File: src/rtl/esm_regmap_pipe.sv
// esm_regmap_pipe
//   Register-index remapping stage between fetch and decode. The rd, rs1 and
//   rs2 fields of each instruction are rewritten through a programmable
//   permutation table. The table is changed only by atomic swap commands, so
//   it always remains a permutation with x0 fixed. The output is registered,
//   giving one cycle of latency and full throughput under a valid/ready
//   handshake.
//
// Ports
//   clk, rst                         clock, synchronous active-high reset
//   Instr_in, RegWrite, ALUSrc       incoming instruction and sidebands
//   in_valid / in_ready              upstream handshake
//   Instr_out, RegWrite_out,
//   ALUSrc_out                       registered remapped instruction
//   out_valid / out_ready            downstream handshake
//   cfg_valid, cfg_a, cfg_b          swap command: exchange table[a] and table[b]
//   cfg_err                          one-cycle pulse for a rejected swap
//   stat_instr, stat_remap           saturating statistics counters
//
// Build option
//   ESM_STATS_EN  when defined, stat_instr counts accepted instructions and
//                 stat_remap counts accepted instructions with at least one
//                 changed field. When undefined, both outputs are tied to 0.
module esm_regmap_pipe #(
  parameter int unsigned Instruction_word_size = 32,
  parameter int unsigned regnum                = 16,
  parameter int unsigned IDX_W                 = 5
) (
  input  logic                             clk,
  input  logic                             rst,
  input  logic [Instruction_word_size-1:0] Instr_in,
  input  logic                             RegWrite,
  input  logic                             ALUSrc,
  input  logic                             in_valid,
  output logic                             in_ready,
  output logic [Instruction_word_size-1:0] Instr_out,
  output logic                             RegWrite_out,
  output logic                             ALUSrc_out,
  output logic                             out_valid,
  input  logic                             out_ready,
  input  logic                             cfg_valid,
  input  logic [IDX_W-1:0]                 cfg_a,
  input  logic [IDX_W-1:0]                 cfg_b,
  output logic                             cfg_err,
  output logic [31:0]                      stat_instr,
  output logic [31:0]                      stat_remap
);

  typedef logic [IDX_W-1:0] tbl_t [regnum];

  // Index 0 and indices >= regnum map to themselves. The compare-select loop
  // avoids indexing the table with an out-of-range field value.
  function automatic logic [IDX_W-1:0] lookup(input tbl_t tbl,
                                              input logic [IDX_W-1:0] idx);
    logic [IDX_W-1:0] res;
    res = idx;
    for (int unsigned i = 1; i < regnum; i++) begin
      if (idx == IDX_W'(i)) res = tbl[i];
    end
    return res;
  endfunction

  function automatic logic idx_ok(input logic [IDX_W-1:0] idx);
    return (idx != '0) && (32'(idx) < regnum);
  endfunction

  tbl_t                             table_q, table_d;
  logic [Instruction_word_size-1:0] instr_q, instr_d;
  logic                             regwrite_q, regwrite_d;
  logic                             alusrc_q, alusrc_d;
  logic                             valid_q, valid_d;
  logic                             cfg_err_q, cfg_err_d;

  logic                             accept;
  logic                             swap_ok;
  logic [IDX_W-1:0]                 val_a, val_b;
  logic [Instruction_word_size-1:0] remapped;

  assign in_ready = !valid_q || out_ready;
  assign accept   = in_valid && in_ready;
  assign swap_ok  = cfg_valid && idx_ok(cfg_a) && idx_ok(cfg_b);

  // Rewrite uses the current (pre-swap) table.
  always_comb begin
    remapped = Instr_in;
    remapped[19:15] = lookup(table_q, Instr_in[19:15]);
    if (RegWrite) remapped[11:7]  = lookup(table_q, Instr_in[11:7]);
    if (!ALUSrc)  remapped[24:20] = lookup(table_q, Instr_in[24:20]);
  end

  // Both entries are read before either is written, so the exchange is
  // atomic; a == b writes the same value back and is a natural no-op.
  always_comb begin
    table_d = table_q;
    val_a   = lookup(table_q, cfg_a);
    val_b   = lookup(table_q, cfg_b);
    if (swap_ok) begin
      for (int unsigned i = 1; i < regnum; i++) begin
        if (cfg_a == IDX_W'(i))      table_d[i] = val_b;
        else if (cfg_b == IDX_W'(i)) table_d[i] = val_a;
      end
    end
  end

  always_comb begin
    instr_d    = instr_q;
    regwrite_d = regwrite_q;
    alusrc_d   = alusrc_q;
    valid_d    = valid_q;
    if (accept) begin
      instr_d    = remapped;
      regwrite_d = RegWrite;
      alusrc_d   = ALUSrc;
      valid_d    = 1'b1;
    end else if (out_ready) begin
      valid_d = 1'b0;
    end
    cfg_err_d = cfg_valid && !swap_ok;
  end

  always_ff @(posedge clk) begin
    if (rst) begin
      for (int unsigned i = 0; i < regnum; i++) table_q[i] <= IDX_W'(i);
      instr_q    <= '0;
      regwrite_q <= 1'b0;
      alusrc_q   <= 1'b0;
      valid_q    <= 1'b0;
      cfg_err_q  <= 1'b0;
    end else begin
      table_q    <= table_d;
      instr_q    <= instr_d;
      regwrite_q <= regwrite_d;
      alusrc_q   <= alusrc_d;
      valid_q    <= valid_d;
      cfg_err_q  <= cfg_err_d;
    end
  end

  assign Instr_out    = instr_q;
  assign RegWrite_out = regwrite_q;
  assign ALUSrc_out   = alusrc_q;
  assign out_valid    = valid_q;
  assign cfg_err      = cfg_err_q;

`ifdef ESM_STATS_EN
  logic [31:0] stat_instr_q, stat_instr_d;
  logic [31:0] stat_remap_q, stat_remap_d;

  always_comb begin
    stat_instr_d = stat_instr_q;
    stat_remap_d = stat_remap_q;
    if (accept) begin
      if (stat_instr_q != '1) stat_instr_d = stat_instr_q + 32'd1;
      if ((remapped != Instr_in) && (stat_remap_q != '1))
        stat_remap_d = stat_remap_q + 32'd1;
    end
  end

  always_ff @(posedge clk) begin
    if (rst) begin
      stat_instr_q <= '0;
      stat_remap_q <= '0;
    end else begin
      stat_instr_q <= stat_instr_d;
      stat_remap_q <= stat_remap_d;
    end
  end

  assign stat_instr = stat_instr_q;
  assign stat_remap = stat_remap_q;
`else
  assign stat_instr = '0;
  assign stat_remap = '0;
`endif

endmodule

File: config.mk
export PLATFORM = sky130hd
export DESIGN_NAME = esm_regmap_pipe
export DESIGN_NICKNAME = d
export VERILOG_FILES = /design/src/rtl/esm_regmap_pipe.sv
export SDC_FILE = /design/constraint.sdc
export NUM_CORES = 1
export LEC_CHECK = 0
export BUFFER_PORTS_ARGS = -buffer_cell sky130_fd_sc_hd__buf_2
export CAP_MARGIN = 20
export CORE_MARGIN = 8
export CORE_UTILIZATION = 50
export CTS_CLUSTER_SIZE = 25
export DETAILED_ROUTE_END_ITERATION = 8
export MAX_ROUTING_LAYER = met4
export PLACE_DENSITY = 0.78
export RECOVER_POWER = 100
export SLEW_MARGIN = 20
export SYNTH_ARGS = -nofsm -noshare
export SYNTH_HDL_FRONTEND = slang
export SYNTH_SLANG_ARGS = --single-unit
File: constraint.sdc
create_clock -name clk -period 3.54 [get_ports clk]
set_input_delay 0.708 -clock clk [delete_from_list [all_inputs] [get_ports clk]]
set_output_delay 0.708 -clock clk [all_outputs]
set_load 0.03 [all_outputs]
==> metrics.yaml <==
global_routing:
  grt_max_degree: 53
  globalRouteMet2Util: 0.601
  grt_use_met1: 0.472
  grtUsageMet3: 0.160
  antenna_found_initial: 4
  grt_pass1_vias: 11900
  grt_overflow_total: 0
  grt-busiest-layer: "met2"
  track_usage: 0.416
  grt_pass1_wl_um: 78800
clock_tree:
  cts_buffer_depth: 2
  cts_root_buf: "clkbuf_16"
  clock_latency_ns: 0.37
  cts_setup_buffers: 0
  clock-sinks: 111
  cts_hold_buf: 0
  cts_resized: 0
  clk_pin_slew_ns: 0.09
  cts_buffers: 9
  htree_num_levels: 3
  cts_tree: "yes"
logic_synthesis:
  synth.distinct_cells: 93
  synthArstFlopShare: 0
  yosys.area.top_type_share: 0.213
  synth_top_flop_cell: "dfxtp_1"
  synth_area_leaders: "dfxtp_1 (21%), a21oi_1 (6.0%), nand2_1 (5.7%), buf_4 (4.9%), o21ai_0 (4.8%)"
  synth_area_um2: 10400
  syn_inst: 1469
  synth_area_per_cell_um2: 7.10
  synth_edf_count: 0
  ys_warn_count: 0
  yosys.area.top_type: "dfxtp_1"
  yosysSeqAreaShare: 0.213
  ys_seq_elements: 111
power_and_ir_drop:
  max-vdd-ir-drop_v: 0.000305
  leakagePower_nw: 4.30
  powerDensity_nw_per_um2: 297
route:
  wire_per_inst_um: 29.4
  drc: 0
  vias: 12900
  drt_first_pass_iters: 6
  ant_nets: 0
  wirelength_um: 54500
  vias_per_cell: 6.97
  drt_iter0_markers: 2157
critical_path:
  crit_arrival_ns: 3.55
  crit_path_max_fanout: 15
  cp.required_ns: 3.80
  crit_chain: "buf_2, buf_4, buf_4, nor2b_1, a22o_1, a211oi_1, a21o_1, a21oi_2, clkbuf_1, a21oi_1, a221oi_1"
  slowest_stage: "clkbuf_1"
  end_kind: "flip-flop"
  worst-setup-path-type: "in -> reg"
  critPathMaxStageDelay_ns: 0.78
  startpoint_type: "primary input"
  crit_path_frequent_cell: "buf_4"
final_layout:
  area_delta_synth_final_pct: 11.2
  final_area_um2: 11600
  layout.area.seq_um2: 2220
  final_cell_mix: "nand2_1 (157), nor2_1 (134), a21oi_1 (125)"
  finalNetCount: 1619
  layout_commonest_cell: "nand2_1"
  multi_input_area_um2: 7290
  post-route-util: 0.559
  fillerInstances: 2081
  drive_above_1_share: 0.148
sta:
  finalMaxSlewViolations: 0
  period_share: 0.929
  max_freq_mhz: 304
  rsz0062_at_grt: "no"
  setup_viol: 0
  skew_ns: 0.0120
  relSlewSlack: 0.115
  timing_hold_violations_final: 0
  fin_crit_ns: 3.29
  tightest_slew_ns: 1.33
  setup_ws_ns: 0.251
  setup_tns_ns: 0
floorplanning:
  die_h_um: 160
  core_area_um2: 20800
  ios: 150
  dieArea_um2: 25700
  num_rows: 53
  start_util: 0.503
  die_w_um: 160
placed_design:
  io_buffers: 85
  dp_slack_ns: 0.232
  gp_congestion: 1.14
  dp_hpwl_um: 40500
  dpl_cell_area_um2: 11400
run:
  drv_cap: 0
run_status:
  status: "complete, no violations"
worst_hold_path:
  hp-class: "reg -> reg"
## critical path, delay by kind of cell
kind                   cells  cell delay (ns)
buffers and inverters      4             1.35
and+or+nand+nor            1             0.41
AOI/OAI and AO/OA          6             1.05
## per-stage QoR
stage / cells / power (mW) / hold slack, ns
detailed placement: 1834 / 2.36 / 0.443
CTS: 1850 / 3.41 / 0.455
finish: 1853 / 3.44 / 0.459
global route: 1853 / 3.54 / 0.477
global placement: 1834 / 2.35 / 0.434
floorplan: 1532 / 2.08 / 0.487
## cell usage after synthesis (13+ instances only)
| cell type | n |
|---|---|
| nand2_1 | 157 |
| nor2_1 | 134 |
| a21oi_1 | 125 |
| dfxtp_1 | 111 |
| o21ai_0 | 101 |
| buf_4 | 68 |
| clkbuf_1 | 65 |
| nor3_1 | 47 |
| mux2i_1 | 43 |
| inv_1 | 40 |
| buf_2 | 35 |
| nand2b_1 | 32 |
| o22ai_1 | 30 |
| nor2b_1 | 29 |
| a22oi_1 | 23 |
| a221oi_1 | 21 |
| nand3_1 | 21 |
| a211oi_1 | 20 |
| a31oi_1 | 19 |
| nor3b_1 | 17 |
| o31ai_1 | 17 |
| and3_1 | 16 |
| mux2_2 | 16 |
| nand3b_1 | 16 |
| or2_2 | 15 |
| or3_1 | 15 |
| o221ai_1 | 13 |
## cells by family after synthesis
logic type | count (synthesis) | synth area share
AO/OA/AOI/OAI | 517 | 0.334
XOR/XNOR | 1 | 0.000840
buffers and inverters | 221 | 0.110
flip-flops | 111 | 0.213
multiplexers | 65 | 0.0715
other | 1 | 0.000360
AND/OR/NAND/NOR | 553 | 0.270
## power by group
group	internal (mW)	switching [mW]	total, mW	leakage, nW
Clock	0.505	0.588	1.09	0.144
Combinational	0.308	0.725	1.03	3.25
Sequential	1.28	0.0356	1.32	0.903
## routing by layer
metal,part of all wire,up-vias,wire length [um]
li1,-,5557,-
met1,0.35,5981,18900
met2,0.41,1078,22600
met3,0.16,307,8630
met4,0.081,0,4410
met5,0,-,0
## worst paths after layout
check / from / slack [ns] / to / cells past startpoint
min: Instr_out[4] / 0.46 / Instr_out[4] / 2
max reg2reg: table_q[63] / 0.58 / table_q[48] / 7
min reg2reg: Instr_out[4] / 0.46 / Instr_out[4] / 2
max: cfg_b[0] / 0.25 / table_q[14] / 11
## area by class of cell
type,count,share of cell area
repair buffers,208,0.111
clock inverters,7,0.00636
inverters,40,0.0129
diodes,3,0.000647
clock buffers,9,0.0194
flip-flops and latches,111,0.192
multi-input cells,1200,0.628
well taps,275,0.0297
## state kept, by name, indices dropped and copies added, names as in the netlist
register / count
ALUSrc_out: 1
Instr_out: 32
RegWrite_out: 1
cfg_err: 1
out_valid: 1
table_q: 75
No activity file was read; power rests on OpenSTA's default activity.
